**src/rtl/vm_pkg.sv**
```systemverilog
// vm_pkg: shared vending-machine types and coin constants.
// Provides coin unit values (nickel units), the dispenser state enum,
// the coin-select enum shared with the drink controller, and a helper
// that maps a coin selection to its value in nickel units.
package vm_pkg;

    localparam int QTR_UNITS    = 5;
    localparam int DIME_UNITS   = 2;
    localparam int NICKEL_UNITS = 1;

    typedef enum logic [1:0] {IDLE, DISP, GAPW, FIN} state_e;

    typedef enum logic [1:0] {NONE, NICKEL, DIME, QUARTER} coin_e;

    function automatic logic [2:0] coin_units(input coin_e c);
        return c == QUARTER ? 3'(QTR_UNITS) :
               c == DIME    ? 3'(DIME_UNITS) :
               c == NICKEL  ? 3'(NICKEL_UNITS) : 3'd0;
    endfunction

endpackage

```
**src/rtl/change_dispenser_gap_timer.sv**
```systemverilog
// gap_timer: loadable 4-bit down-counter with zero flag.
// Ports:
//   clk        - clock
//   rst        - asynchronous active-high reset (count -> 0)
//   load_i     - load load_val_i into the counter (has priority)
//   load_val_i - value to load
//   dec_i      - decrement by one, saturating at zero
//   zero_o     - counter is zero
module gap_timer (
    input  logic       clk,
    input  logic       rst,
    input  logic       load_i,
    input  logic [3:0] load_val_i,
    input  logic       dec_i,
    output logic       zero_o
);

    logic [3:0] cnt_q;

    always_ff @(posedge clk or posedge rst) begin
        if (rst)
            cnt_q <= 4'd0;
        else if (load_i)
            cnt_q <= load_val_i;
        else if (dec_i && cnt_q != 4'd0)
            cnt_q <= cnt_q - 4'd1;
    end

    assign zero_o = cnt_q == 4'd0;

endmodule

```
**src/rtl/change_dispenser.sv**
```systemverilog
// change_dispenser: emits change as greedy quarter/dime/nickel hopper pulses.
// Ports:
//   clk        - clock
//   reset      - asynchronous active-high reset
//   start      - begin a dispense (accepted only in IDLE)
//   amount     - change owed in nickel units, captured with start
//   hopper_rdy - hopper accepts a pulse this cycle
//   q, d, n    - one-cycle quarter/dime/nickel pulses (Mealy, one-hot or zero)
//   busy       - dispense in progress (DISP, GAPW, FIN)
//   done       - one-cycle completion pulse (FIN)
//   coin_cnt   - coins emitted for the current/last request
module change_dispenser
    import vm_pkg::*;
#(
    parameter int          AMT_W = 8,
    parameter int unsigned GAP   = 1
) (
    input  logic             clk,
    input  logic             reset,
    input  logic             start,
    input  logic [AMT_W-1:0] amount,
    input  logic             hopper_rdy,
    output logic             q,
    output logic             d,
    output logic             n,
    output logic             busy,
    output logic             done,
    output logic [AMT_W-1:0] coin_cnt
);

    // Timer is loaded with GAP-1 on the pulse edge so GAPW lasts exactly GAP cycles.
    localparam logic [3:0] GAP_LD = GAP > 0 ? 4'(GAP - 1) : 4'd0;

    state_e           state_q;
    logic [AMT_W-1:0] remaining_q;
    logic [AMT_W-1:0] remaining_d;
    logic [AMT_W-1:0] coin_cnt_q;
    coin_e            coin_sel;
    logic             gap_zero;

    always_comb begin
        coin_sel = (state_q != DISP || !hopper_rdy) ? NONE :
                   remaining_q >= AMT_W'(QTR_UNITS)  ? QUARTER :
                   remaining_q >= AMT_W'(DIME_UNITS) ? DIME :
                   remaining_q != '0                 ? NICKEL : NONE;
        remaining_d = remaining_q - AMT_W'(coin_units(coin_sel));
    end

    always_ff @(posedge clk or posedge reset) begin
        if (reset) begin
            state_q     <= IDLE;
            remaining_q <= '0;
            coin_cnt_q  <= '0;
        end else begin
            case (state_q)
                IDLE: if (start) begin
                    remaining_q <= amount;
                    coin_cnt_q  <= '0;
                    state_q     <= amount == '0 ? FIN : DISP;
                end
                DISP: if (coin_sel != NONE) begin
                    remaining_q <= remaining_d;
                    coin_cnt_q  <= coin_cnt_q + AMT_W'(1);
                    state_q     <= GAP > 0 ? GAPW : remaining_d != '0 ? DISP : FIN;
                end
                GAPW: if (gap_zero)
                    state_q <= remaining_q != '0 ? DISP : FIN;
                FIN: state_q <= IDLE;
            endcase
        end
    end

    gap_timer u_gap (
        .clk        (clk),
        .rst        (reset),
        .load_i     (coin_sel != NONE),
        .load_val_i (GAP_LD),
        .dec_i      (state_q == GAPW),
        .zero_o     (gap_zero)
    );

    assign q        = coin_sel == QUARTER;
    assign d        = coin_sel == DIME;
    assign n        = coin_sel == NICKEL;
    assign busy     = state_q != IDLE;
    assign done     = state_q == FIN;
    assign coin_cnt = coin_cnt_q;

endmodule

```
**config.mk**
```make
export PLATFORM = sky130hd
export DESIGN_NAME = change_dispenser
export DESIGN_NICKNAME = d
export VERILOG_FILES = /design/src/rtl/vm_pkg.sv /design/src/rtl/change_dispenser_gap_timer.sv /design/src/rtl/change_dispenser.sv
export SDC_FILE = /design/constraint.sdc
export NUM_CORES = 1
export LEC_CHECK = 0
export ABC_AREA = 1
export BUFFER_PORTS_ARGS = -buffer_cell sky130_fd_sc_hd__buf_4
export CAP_MARGIN = 5
export CORE_MARGIN = 2
export CORE_UTILIZATION = 30
export CTS_BUF_LIST = sky130_fd_sc_hd__clkbuf_8
export DETAILED_ROUTE_END_ITERATION = 8
export PLACE_DENSITY = 0.49
export SLEW_MARGIN = 20
export SYNTH_ARGS = -nofsm -noshare
export SYNTH_HDL_FRONTEND = slang
export SYNTH_SLANG_ARGS = --single-unit
export TNS_END_PERCENT = 20
```
**constraint.sdc**
```tcl
create_clock -name clk -period 2.1 [get_ports clk]
set_clock_uncertainty 0.05 [all_clocks]
set_input_delay 0.315 -clock clk [delete_from_list [all_inputs] [get_ports clk]]
set_output_delay 0.315 -clock clk [all_outputs]
set_load 0.05 [all_outputs]
```
# Word-level counts from Yosys, hierarchy flattened
# Index checks and enable logic that the tools add are counted.
# W data, S select, Z words.
# word_totals
word_cells	54
ff_bits	22
output_inout_bits	13
input_bits	12
# classes
order_cmp	2
n_eq_ne	10
n_reduce_logical	14
n_mux	21
addsub	3
# ops
cell	count
$mux W8	4
$pmux W8 S2	2
$mux W2	9
$add A8 B1 Y8 const B	1
$eq A2 B2 Y1 const B	4
$ge A8 B2 Y1 const B	1
$ge A8 B3 Y1 const B	1
$logic_not A8 Y1	1
$mux W4	2
$pmux W2 S4	1
$reduce_bool A2 Y1	4
$reduce_bool A8 Y1	1
$sub A8 B3 Y8	1
$reduce_and A3 Y1	2
$eq A2 B1 Y1 const B	2
$logic_not A4 Y1	1
$ne A2 B1 Y1 const B	2
$ne A2 B2 Y1 const B	2
$reduce_bool A4 Y1	1
$sub A4 B1 Y4 const B	1
$mux W3	1
$logic_not A2 Y1	1
$mux W1	2
$logic_and A1 B1 Y1	1
other kinds (2)	2

# Longest topological paths before layout
# Gate-level depths: netlist of the first run.
# depth
word_depth	12
mapped_depth	17
ltp_nobuf	17

# Cells and area by module
# From an unflattened synthesis of the first run, not the netlist that was laid out.
# unflattened
cells_unflattened	263
hier_area_um2	1766.7
# modules_own_cells
module	area_each_um2	seq_area_each_um2	cells_each	n_inst
change_dispenser	1467.7	450.4	216	1
gap_timer	299.0	100.1	47	1

# Worst setup path before layout of the first run
# Ideal clock, no wire load.
# synth_path
path_kind	register to register
startpoint	reg remaining_q[4]
endpoint	reg remaining_q[2]
t_required_ps	1933
synth_period_minus_slack_ps	2848
path_buffers	0
setup_time_ps	117
arrival_ps	2682
setup_slack_ps	-748
stages_incl_launch_ff	13
path_cell_list	dfrtp_1 nor2_4 nand2_1 nor2_2 nand2_2 nor2_1 inv_1 fa_1 or2_2 nand3_1 nand2_1 nand3_1 nand2_1
# synth_via
word_cells_on_any_way	19
classes_between	1 x add/sub; 2 x order compare; 4 x eq/ne; 9 x mux; 3 x reduce/logical
# synth_lines
element	line	source
from (decl)	change_dispenser.sv:35	logic [AMT_W-1:0] remaining_q;
from (signal assigned)	change_dispenser.sv:57	remaining_q <= amount;
from (signal assigned)	change_dispenser.sv:62	remaining_q <= remaining_d;
branches (longest 3 deep; another with $ge A8 B2 Y1)	-	
$mux W2 (*)	change_dispenser.sv:43	remaining_q >= AMT_W'(QTR_UNITS) ? QUARTER :
$mux W2 (*)	change_dispenser.sv:42	coin_sel = (state_q != DISP || !hopper_rdy) ? NONE :
$eq A2 B2 Y1 (*)	-	
via d	change_dispenser.sv:24	output logic d,
$mux W2 (*)	vm_pkg.sv:17	c == DIME ? 3'(DIME_UNITS) :
$mux W3 (*)	vm_pkg.sv:16	return c == QUARTER ? 3'(QTR_UNITS) :
$sub A8 B3 Y8 (*)	change_dispenser.sv:46	remaining_d = remaining_q - AMT_W'(coin_units(coin_sel));
$mux W8 (*)	change_dispenser.sv:61	DISP: if (coin_sel != NONE) begin
$pmux W8 S2 (*)	change_dispenser.sv:55	case (state_q)
# Mark *: on every way through the listed nets, which the timed path passes. The select of a mux whose other input is x is not followed.
# A chain may end at the register's enable or synchronous reset.

# Worst setup path after layout of the first run
# layout_path
startpoint	reg remaining_q[4]
endpoint	out n
# layout_via
elab_chain_len	6
word_cells_on_any_way	8
classes_between	2 x order compare; 1 x eq/ne; 4 x mux; 1 x reduce/logical
# layout_rtl
element	line	source
branches (longest 3 deep; another with $ge A8 B2 Y1)	-	
$mux W2 (*)	change_dispenser.sv:43	
$mux W2 (*)	change_dispenser.sv:42	
$eq A2 B1 Y1 (*)	change_dispenser.sv:84	assign n = coin_sel == NICKEL;
to (decl)	change_dispenser.sv:25	output logic n,
# Mark *: on every way between the ends.

==> flow_summary.json, run 1 <==
{
  "finalNonFillerCells": 368,
  "finish.instance_area_um2": 2270,
  "route.detailed.drc": 0,
  "antenna_found_initial": 0,
  "r2r.worst_path.cells": 15,
  "drv_cap": 0,
  "grt_pass1_wl_um": 7024,
  "wirelength_um": 4192,
  "gp_congestion": 0.7373,
  "cts-buffers-inserted": 3,
  "fmax_mhz": 451.2,
  "ys_ff_latch": 22,
  "ys_top_cells_by_area": "dfrtp_1 34%, nand2_1 20%, nand3_1 8.4%",
  "core.rowCount": 26,
  "grt_max_degree": 23,
  "path_class": "flop to output pin",
  "ant_nets": 0,
  "yosysWarnings": 0,
  "placed_area_um2": 2102,
  "rr_endpoint": "remaining_q[6]$_DFFE_PP0P_",
  "cts_tree": "built",
  "worstSetupStartpoint": "remaining_q[4]$_DFFE_PP0P_",
  "clock-sinks": 22,
  "cp.required_ns": 1.74,
  "crit_end": "n",
  "grt_use_met1": 0.1893,
  "power_density_nw_per_um2": 1562,
  "finalHoldViolCount": 0,
  "cts_buffer_depth": 2,
  "wl_per_cell_um": 11.39,
  "fp.dieH_um": 77.04,
  "place.port_buffers": 24,
  "status": "finished with violations",
  "critical_path_arrival_ns": 1.85,
  "vias": 1612,
  "synthesis.nets": 258,
  "drt-initial-drc-count": 38,
  "vias_per_cell": 4.380,
  "met3_usage": 0.01412,
  "fillCellCount": 578,
  "fin_crit_sh": 1.055,
  "syn_area_um2": 1600,
  "insertion_delay_ns": 0.27,
  "dp.cells": 358,
  "yosysTopAreaCellShare": 0.3440,
  "grt_use_total": 0.1460,
  "io_pins": 25,
  "cp-end-kind": "output pin",
  "grt_pass1_vias": 1565,
  "hold_slack_ns": 0.03102,
  "num-nets-final": 317,
  "synth.most_common_cell": "nand2_1",
  "core_area_um2": 5140,
  "setup_slack_ns": -0.1164,
  "drive_above_1_share": 0.3255,
  "syn_inst": 240,
  "tightest_slew_ns": 0.4357,
  "synthTopCellsByCount": "84 x nand2_1, 31 x inv_1, 28 x nor2_1",
  "dp_hpwl_um": 3190,
  "critPathMaxFanout": 3,
  "die-area_um2": 5934,
  "hp-class": "input port to asynchronous set/reset pin",
  "finalMaxSlewViolations": 0,
  "slew_headroom": 0.7082,
  "h-tree-depth": 1,
  "leakage_uw": 0.001195,
  "synth_flop_cell": "dfrtp_1",
  "tns_ns": -0.1512,
  "synthDistinctLibCells": 27,
  "syn_to_final_growth_pct": 41.83,
  "top_usage_layer": "met2",
  "first_pass_iters": 4,
  "clk_pin_slew_worst_paths_ns": 0.08,
  "setup_violations": 4,
  "start_util": 0.3113,
  "start_kind": "flop",
  "fp.dieW_um": 77.04,
  "ctsHoldBuffers": 0,
  "r2r-start": "remaining_q[6]$_DFFE_PP0P_",
  "rrSetupSlack_ns": -0.02,
  "peakVddDrop_v": 0.0008157,
  "async_flop_share": 1.000,
  "period_needed_ns": 2.216,
  "cts-root-buf": "clkbuf_8",
  "diodes": 0,
  "use_met2": 0.2596,
  "rsz0062_at_grt": "true",
  "yosysSeqAreaShare": 0.3440,
  "violations": "setup timing",
  "synth_area_leader_cell": "dfrtp_1",
  "synth-edff-count": 0,
  "overflow": 0,
  "avgSynthCellArea_um2": 6.668
}
-- routing by layer --
layer	wire, um	vias up
met5	0	-
met4	42	0
met3	93	5
met2	2015	20
met1	2041	717
li1	-	870
-- worst min path at each step --
| stage | startpoint | to | depth (start not counted) |
|---|---|---|---|
| after floorplan | reset | coin_cnt[0]$_DFFE_PP0P_ | 1 |
| after global placement | reset | u_gap.cnt_q[3]$_DFFE_PP0P_ | 3 |
| after detailed placement | reset | u_gap.cnt_q[3]$_DFFE_PP0P_ | 3 |
| after CTS | reset | coin_cnt[0]$_DFFE_PP0P_ | 3 |
| after global routing | reset | coin_cnt[0]$_DFFE_PP0P_ | 3 |
| final | reset | u_gap.cnt_q[2]$_DFFE_PP0P_ | 3 |
-- power by group --
group	internal, uW	switching [uW]
registers	587	159
clock network	168	150
logic	1040	1440
-- final cells by class --
type,instances,area (um2),share of cell area
multi-input combinational,180,1002,0.4416
sequential,22,550.5,0.2426
timing repair buffer,59,450.4,0.1985
inverter,33,123.9,0.05458
tap,70,87.58,0.03859
clock buffer,4,55.05,0.02426
-- timing repair --
item | 4_1_cts | 5_1_grt
resized for setup | 10 | 9
setup endpoints to repair | 7 | 8
pin swaps | 7 | 3
setup buffers | 4 | 2
-- worst max-delay path: stages (launching register included) --
cell and delay, ns:
dfrtp_1 0.41, nor2_4 0.13, buf_4 0.12, nand4_1 0.21
buf_4 0.21, buf_4 0.12, buf_4 0.12, nor2_2 0.10
buf_6 0.16
-- per-stage QoR --
stage               power [uW]  utilization  setup WS (ns)
finish                    3545       0.4416        -0.1164
global route              3870       0.4416        -0.1861
CTS                       3485       0.4311       -0.05222
detailed placement        3034       0.4090        -0.1972
global placement          3043       0.4090        -0.1824
floorplan                 2249            -        -0.1108
-- placed cells by master, fill, tap and decap left out, types with 3 or more instances in the layout --
master / instances
ha_4: 3
nand2_1: 82
xor2_1: 3
clkbuf_8: 4
nor2_4: 4
nor2_2: 8
nand3_1: 23
buf_4: 57
inv_2: 5
inv_1: 28
nand2_4: 5
dfrtp_1: 22
nor3_1: 3
nor2_1: 20
nand4_1: 7
o21ai_1: 3
nand3_2: 4
-- kinds of logic (layout without fill, tap and decap cells) --
family / count (synthesis) / count (layout) / synth area share
adder cells (fa/ha/maj): 6 / 6 / 0.05160
AO/OA/AOI/OAI: 8 / 8 / 0.02737
buffers and inverters: 38 / 96 / 0.09695
AND/OR/NAND/NOR: 162 / 162 / 0.4582
flip-flops: 22 / 22 / 0.3440
XOR/XNOR: 4 / 4 / 0.02190
-- sequential cells by signal, summed over array words and instances, names as in the netlist --
| register | cells |
|---|---|
| remaining_q | 8 |
| u_gap.cnt_q | 4 |
| coin_cnt | 8 |
| state_q | 2 |
No activity file was read; power rests on OpenSTA's default activity.
==> run 2, diff against run 1 <==
- SYNTH_HIERARCHICAL: unset -> 1
==> flow_summary.json, run 2 <==
{
  "status": "finished with violations",
  "violations": "setup timing",
  "grt_pass1_vias": 1765,
  "path_class": "flop to flop",
  "hp-class": "input port to flop",
  "fmax_mhz": 437.8,
  "finalNonFillerCells": 395,
  "cts-root-buf": "clkbuf_8",
  "path_cells": "buf_4 -> nor2_4 -> nand3_2 -> nor2_2 -> nand2_2 -> inv_4 -> nand2_4 -> fa_2 -> nand2_2 -> nand2_2 -> nor2_2 -> nand3_1 -> nand3_1 -> nand2_1 -> nand3_1 -> nand2_1",
  "dp_hpwl_um": 3302,
  "synth_flop_cell": "dfrtp_1",
  "antenna_found_initial": 0,
  "period_needed_ns": 2.284,
  "setup_violations": 8,
  "insertion_delay_ns": 0.26,
  "hold_slack_ns": 0.3459,
  "cts-buffers-inserted": 3,
  "finalHoldViolCount": 0,
  "vias_per_cell": 4.481,
  "syn_inst": 263,
  "leakage_uw": 0.001310,
  "yosysWarnings": 6,
  "start_util": 0.3150,
  "yosysSeqAreaShare": 0.3116,
  "h-tree-depth": 1,
  "drv_cap": 0,
  "drive_above_1_share": 0.3529,
  "cp.required_ns": 2.21,
  "synthTopCellsByCount": "87 x nand2_1, 32 x nand3_1, 30 x inv_1",
  "critical-path-slowest-cell": "dfrtp_1",
  "critical_path_arrival_ns": 2.39,
  "start_kind": "flop",
  "overflow": 0,
  "diodes": 0,
  "power_density_nw_per_um2": 1521,
  "place.port_buffers": 24,
  "core_area_um2": 5608,
  "first_pass_iters": 4,
  "slowest_delay_ns": 0.42,
  "die-area_um2": 6519,
  "tightest_slew_ns": 0.4981,
  "core.rowCount": 27,
  "setup_slack_ns": -0.1841,
  "slew_headroom": 0.6649,
  "finalPower_uw": 3651,
  "num-nets-final": 343,
  "synth-edff-count": 0,
  "ys_ff_latch": 22,
  "synthDistinctLibCells": 31,
  "syn_to_final_growth_pct": 35.84,
  "cts_buffer_depth": 2,
  "final_common_cell": "nand2_1",
  "fp.dieH_um": 80.74,
  "drt-initial-drc-count": 50,
  "async_flop_share": 1.000,
  "synth_area_leader_cell": "dfrtp_1",
  "ant_nets": 0,
  "fillCellCount": 624,
  "rsz0062_at_grt": "true",
  "grt_max_degree": 19,
  "clock-sinks": 22,
  "gp_congestion": 0.7660,
  "io_pins": 25,
  "avgSynthCellArea_um2": 6.717,
  "fin_crit_sh": 1.088,
  "vias": 1770,
  "fp.dieW_um": 80.74,
  "path_delay_family": "simple AND/OR/NAND/NOR gates",
  "synth.most_common_cell": "nand2_1",
  "crit_buf_inv": 2,
  "cts_tree": "built",
  "ys_top_cells_by_area": "dfrtp_1 31%, nand2_1 18%, nand3_1 9.1%",
  "syn_area_um2": 1767,
  "wl_per_cell_um": 11.45,
  "wirelength_um": 4521,
  "finalMaxSlewViolations": 0,
  "route.detailed.drc": 0,
  "grt_use_total": 0.1546,
  "yosysTopAreaCellShare": 0.3116,
  "cp-end-kind": "flop",
  "dp.cells": 384,
  "grt_pass1_wl_um": 7928,
  "tns_ns": -0.8886,
  "clk_pin_slew_worst_paths_ns": 0.08,
  "critPathMaxFanout": 3,
  "final_cell_mix": "81 x nand2_1, 56 x buf_4, 31 x nand3_1, 23 x inv_1, 21 x dfrtp_1",
  "peakVddDrop_v": 0.0006786
}
## run 2: final cells by class
type | count | area (um2) | share of cell area
Clock buffer | 3 | 41.29 | 0.01721
Inverter | 36 | 140.1 | 0.05839
Multi-Input combinational cell | 202 | 1112 | 0.4635
Sequential cell | 22 | 551.8 | 0.2299
Tap cell | 72 | 90.09 | 0.03754
Timing Repair Buffer | 60 | 464.2 | 0.1934
## run 2: report_power, final
group          switching (uW)  internal, uW
sequential                148           584
combinational            1600          1060
clock                     134           128
total                    1880          1770
## run 2: metal layers
| layer | track usage | vias to the layer above | share of wire |
|---|---|---|---|
| met1 | 0.1971 | 809 | 0.47 |
| met4 | 0.04068 | 0 | 0.0080 |
| met5 | 0 | - | 0 |
| met3 | 0.02889 | 4 | 0.035 |
| met2 | 0.2692 | 24 | 0.49 |
| li1 | - | 933 | - |
## run 2: path summary, 6_finish.rpt
path                                       startpoint                    endpoint  slack [ns]  depth (start not counted)
setup / recovery           remaining_q[3]$_DFFE_PP0P_  remaining_q[6]$_DFFE_PP0P_       -0.18                         16
hold / removal                              amount[4]  remaining_q[4]$_DFFE_PP0P_        0.35                          5
setup reg to reg           remaining_q[3]$_DFFE_PP0P_  remaining_q[6]$_DFFE_PP0P_       -0.18                         16
hold reg to reg               coin_cnt[7]$_DFFE_PP0P_     coin_cnt[7]$_DFFE_PP0P_        0.48                          2
max in group asynchronous                       reset  remaining_q[4]$_DFFE_PP0P_        1.19                          4
min in group asynchronous                       reset  u_gap/cnt_q[2]$_DFFE_PP0P_        0.44                          3
## run 2: through the flow
step           instance area [um2]  setup WS [ns]    util
2_1_floorplan                 1808        -0.1360       -
3_3_place_gp                  2228        -0.2088  0.3974
3_5_place_dp                  2228        -0.2437  0.3974
4_1_cts                       2359        -0.1973  0.4206
5_1_grt                       2400        -0.3505  0.4279
6_report                      2400        -0.1841  0.4279
## run 2: worst register-to-register path, stage by stage (launching register included)
cell     delay, ns
dfrtp_1       0.42
buf_4         0.16
nor2_4        0.10
nand3_2       0.09
nor2_2        0.10
nand2_2       0.10
inv_4         0.09
nand2_4       0.07
fa_2          0.40
nand2_2       0.11
nand2_2       0.06
nor2_2        0.10
nand3_1       0.07
nand3_1       0.07
nand2_1       0.06
nand3_1       0.07
nand2_1       0.06
## run 2: logic make-up (layout without fill, tap and decap cells)
logic type      count (synthesis)  in the layout  synth area share
simple gates                  179            179            0.4795
buf+inv                        42             99            0.1105
flops                          22             22            0.3116
compound gates                  9              9           0.02974
fa+ha+maj                       6              6           0.04674
xor+xnor                        4              4           0.01983
other cells                     1              4          0.002123
## run 2: repair_timing
action                     4_1_cts  5_1_grt
setup endpoints to repair        8       10
buffers inserted                 4        3
pin swaps                       12        9
gates resized for setup         14        9
hold buffers                     1        0
hold endpoints to repair         4        0
